===== config.mk =====
export PLATFORM = sky130hd
export DESIGN_NAME = alu_accum
export DESIGN_NICKNAME = d
export VERILOG_FILES = /design/src/rtl/alu_pkg.sv /design/src/rtl/alu_accum_fulladd8.sv /design/src/rtl/alu_accum.sv
export SDC_FILE = /design/constraint.sdc
export NUM_CORES = 1
export LEC_CHECK = 0
export ABC_AREA = 1
export CAP_MARGIN = 40
export CORE_ASPECT_RATIO = 0.6
export CORE_MARGIN = 2
export CORE_UTILIZATION = 40
export DETAILED_ROUTE_END_ITERATION = 12
export DONT_BUFFER_PORTS = 1
export GPL_TIMING_DRIVEN = 0
export PLACE_DENSITY = 0.55
export SYNTH_ARGS = -nofsm -noshare
export SYNTH_HDL_FRONTEND = slang
export SYNTH_SLANG_ARGS = --single-unit

===== constraint.sdc =====
create_clock -name clk -period 4.34 [get_ports clk]
set_input_delay 1.085 -clock clk [delete_from_list [all_inputs] [get_ports clk]]
set_output_delay 1.085 -clock clk [all_outputs]
set_load 0.1 [all_outputs]

===== src/rtl/alu_pkg.sv =====
// Shared constants and state encoding for the accumulator ALU.
package alu_pkg;

  localparam int unsigned DATA_W = 8;

  typedef enum logic [1:0] {
    IDLE = 2'd0,
    EXEC = 2'd1,
    HOLD = 2'd2
  } state_t;

endpackage


===== src/rtl/alu_accum_fulladd8.sv =====
// fulladd8: 8-bit ripple-carry adder, the only arithmetic element of alu_accum.
module fulladd8
  import alu_pkg::*;
(
  input  logic [DATA_W-1:0] a,
  input  logic [DATA_W-1:0] b,
  input  logic              cin,
  output logic [DATA_W-1:0] sum,
  output logic              cout
);

  logic [DATA_W:0] carry;

  always_comb begin
    carry    = '0;
    sum      = '0;
    carry[0] = cin;
    for (int unsigned i = 0; i < DATA_W; i++) begin
      sum[i]       = a[i] ^ b[i] ^ carry[i];
      carry[i+1]   = (a[i] & b[i]) | (carry[i] & (a[i] ^ b[i]));
    end
    cout = carry[DATA_W];
  end

endmodule


===== src/rtl/alu_accum.sv =====
// Accumulator ALU: A +/- B with valid/ready handshake and writeback into A.
// Define ALU_ACCUM_OVF_EN to add the signed-overflow output ovf_flag.
module alu_accum
  import alu_pkg::*;
(
  input  logic              clk,
  input  logic              rst,
  input  logic [DATA_W-1:0] bus_in,
  input  logic              load_a,
  input  logic              load_b,
  input  logic              op_valid,
  input  logic              op_sub,
  output logic              op_ready,
  output logic              res_valid,
  input  logic              res_ready,
  output logic [DATA_W-1:0] result,
  output logic              carry_flag,
  output logic              zero_flag,
  output logic [DATA_W-1:0] reg_a,
  output logic [DATA_W-1:0] reg_b
`ifdef ALU_ACCUM_OVF_EN
  ,
  output logic              ovf_flag
`endif
);

  state_t            state, state_next;
  logic              sub_q;
  logic [DATA_W-1:0] b_eff;
  logic [DATA_W-1:0] sum;
  logic              cout;

  // Subtraction as A + ~B + 1; the adder is fed from registers in every state.
  assign b_eff = reg_b ^ {DATA_W{sub_q}};

  fulladd8 u_add (
    .a   (reg_a),
    .b   (b_eff),
    .cin (sub_q),
    .sum (sum),
    .cout(cout)
  );

  assign op_ready  = (state == IDLE) && !load_a && !load_b;
  assign res_valid = (state == HOLD);

  always_comb begin
    state_next = state;
    case (state)
      IDLE:    if (op_valid && op_ready) state_next = EXEC;
      EXEC:    state_next = HOLD;
      HOLD:    if (res_ready) state_next = IDLE;
      default: state_next = IDLE;
    endcase
  end

  always_ff @(posedge clk) begin
    if (rst) begin
      state      <= IDLE;
      reg_a      <= '0;
      reg_b      <= '0;
      result     <= '0;
      carry_flag <= 1'b0;
      zero_flag  <= 1'b0;
      sub_q      <= 1'b0;
    end else begin
      state <= state_next;
      if (state == IDLE) begin
        if (load_a) reg_a <= bus_in;
        if (load_b) reg_b <= bus_in;
        if (op_valid && op_ready) sub_q <= op_sub;
      end
      if (state == EXEC) begin
        result     <= sum;
        reg_a      <= sum;
        carry_flag <= cout;
        zero_flag  <= ~|sum;
      end
    end
  end

`ifdef ALU_ACCUM_OVF_EN
  always_ff @(posedge clk) begin
    if (rst) begin
      ovf_flag <= 1'b0;
    end else if (state == EXEC) begin
      ovf_flag <= (reg_a[DATA_W-1] == b_eff[DATA_W-1]) && (sum[DATA_W-1] != reg_a[DATA_W-1]);
    end
  end
`else
  // Overflow tracking compiled out; only carry and zero flags are produced.
`endif

endmodule


==> impl_metrics.toml <==
[power]
power.share.clock_pct = 28.4
leakage_uw = 0.000929
power_switching_uw = 308
seqPwrFrac_pct = 38.5
sw_frac_of_total_pct = 38.6
power_density_nw_per_um2 = 399
pwr-share-comb_pct = 33.1
ir_worst_vdd_mv = 0.227
p_int_uw = 490

[synth]
syn_area_per_cell_um2 = 7.33
syn_inst = 195
ys_seq_area_share_pct = 40.6
synth_compound_area_share_pct = 11.5
synth_top_family_by_area = "simple AND/OR/NAND/NOR gates"
ys_seq_elements = 29
syn-cell-area_um2 = 1430
synth_xor_area_share_pct = 4.29
yosys_warnings = 0
synthAdderAreaFrac_pct = 9.81
netlist-cell-type-count = 20
yosys.area_share.simple_pct = 23.2
synth.net_count = 217
muxShareOfSynthArea_pct = 0

[placement]
gp_congestion = 0.763
dp.cells = 267
dp_worst_setup_slack_ns = 0.168
post-dp-hpwl_um = 2740
io_buffers = 0

[timing]
hold_viol = 0
rsz0062_at_grt = "false"
fmax_ghz = 0.249
report.final.slew_viol_count = 0
fin_crit_ns = 4.01
worst_slack_ns = 0.327
skew_ns = 0.00624
relSlewSlack_pct = 62.6
tns_ns = 0
fin_crit_sh_pct = 92.5
tightest_slew_ns = 0.561
setup_viol = 0

[grt]
antenna_found_initial = 0
grt_max_degree = 11
grt_overflow = 0
grt_pass1_wl_um = 6000
grt_pass1_vias = 1311
grtUsageTotal_pct = 20.4

[critical_path]
criticalPathCategory = "reg -> reg"
crit_required_ns = 4.56
crit_chain = "inv_1, nand2_1, o21ai_0, fa_1, fa_1, fa_1, inv_1, fa_1, inv_1, fa_1, fa_1, inv_1, fa_1, inv_1, nand3_1, nor2_1, nand2_1, a21oi_1"
crit_top_cell = "fa_1"
crit_path_end_kind = "register"
cpMaxStageDelayCell = "dfxtp_4"
start_kind = "register"
critPathBufInv = 5
slowest_delay_ns = 0.54
critPathMaxFanout = 3
path_delay_family = "adder cells"
cp_data_arrival_time_ns = 4.23

[final_layout]
fin_nets = 251
n_antenna_cell = 0
syn2layout_area_growth_pct = 40.0
most-common-layout-cells = "43 x nand2_1, 34 x nor2_1, 28 x dfxtp_1"
final_common_cell = "nand2_1"
drive_above_1_share_pct = 20.1
stdcell_count = 274

[floorplanning]
die_w_um = 81.2
start_util_pct = 42.7
die-area_um2 = 4080
core_um2 = 3340
row_count = 16
dieHeight_um = 50.3
io_pins = 43

[detailed_routing]
viasPerCell = 4.84
final_antenna_net_count = 0
firstDrtPassIters = 4
routedWlPerCell_um = 13.5
vias = 1327
drc = 0
wl_um = 3710
drt_iter0_drc = 45

[cts]
clock_latency_ns = 0.28
clkTransAtPathRegs_ns = 0.06
cts_tree = "yes"
root_buffer = "clkbuf_8"
clkSinkCount = 29
cts-buffers-inserted = 5
h-tree-depth = 2
cts_buffer_depth = 2

[min_path]
min_path_type = "reg -> reg"

[status]
status = "finished, final reports clean"

[run]
max-cap-violations = 0
-- cell type report --
cell class / instances / area [µm²]
Fill cell: 288 / 1340
Multi-Input combinational cell: 130 / 704
Sequential cell: 29 / 584
Timing Repair Buffer: 27 / 418
Inverter: 31 / 116
Clock buffer: 7 / 86.3
Tap cell: 45 / 56.3
Buffer: 5 / 35.0
-- worst paths after layout --
path              startpoint        end  slack (ns)  cells after the start
setup / recovery    reg_a[0]  zero_flag        0.33                     18
hold / removal     result[0]  result[0]        0.49                      2
setup reg to reg    reg_a[0]  zero_flag        0.33                     18
hold reg to reg    result[0]  result[0]        0.49                      2
-- synthesized netlist by cell type, drive strengths merged --
cell type  count  area, µm²
nand2         44        168
nor2          36        143
inv           31        116
dfxtp         29        581
o21ai         19       98.9
a21oi         13       65.1
fa             7        140
xnor2          5       43.8
buf            4       31.3
nand3          2       10.0
xor2           2       17.5
clkbuf         1       3.75
nand4          1       6.26
nor3           1       5.00
-- per-stage QoR --
step / instance area [µm²] / hold slack (ns) / total power, µW / utilization (%)
finish: 2000 / 0.487 / 798 / 59.8
global route: 2000 / 0.511 / 837 / 59.8
CTS: 2000 / 0.491 / 803 / 59.8
detailed placement: 1910 / 0.482 / 576 / 57.2
global placement: 1490 / 0.632 / 525 / 44.5
floorplan: 1430 / 0.603 / 498 / -
-- layer usage --
metal	share of wire [%]	track usage [%]	vias to the layer above
met3	10	6.29	13
met1	44	27.4	603
met5	0	0	-
met4	2.4	11.0	0
met2	44	29.2	50
li1	-	-	661
-- flip-flops by register name, summed over array words and instances (netlist names) --
register	cells
result	8
zero_flag	1
reg_a	8
state	2
carry_flag	1
sub_q	1
reg_b	8
-- worst register-to-register path: cells and delay by family, from the launching register on --
kind	cells	cell delay, ns
adder cells (fa/ha/maj)	7	2.49
flip-flops	1	0.54
buffers and inverters	5	0.37
AND/OR/NAND/NOR	4	0.32
AO/OA/AOI/OAI	2	0.23
-- power groups by stage --
stage | Clock, µW | Combinational [µW] | Sequential, µW
after floorplan | 0 | 92.2 | 406
after global placement | 0 | 115 | 410
after detailed placement | 0 | 264 | 313
after CTS | 231 | 265 | 307
after global routing | 241 | 287 | 309
final | 227 | 264 | 307
-- repair_timing --
action                     in CTS  in global routing
setup endpoints to repair       0                  1
buffers inserted                0                  0
resized for setup               0                  1
hold buffers                    0                  0
-- logic make-up (layout without fill, tap and decap cells) --
family,count (synthesis),count (layout)
AND/OR/NAND/NOR,84,84
flip-flops,29,29
AO/OA/AOI/OAI,32,32
buffers and inverters,36,70
XOR/XNOR,7,7
adder cells (fa/ha/maj),7,7
No activity file was read; power rests on OpenSTA's default activity.
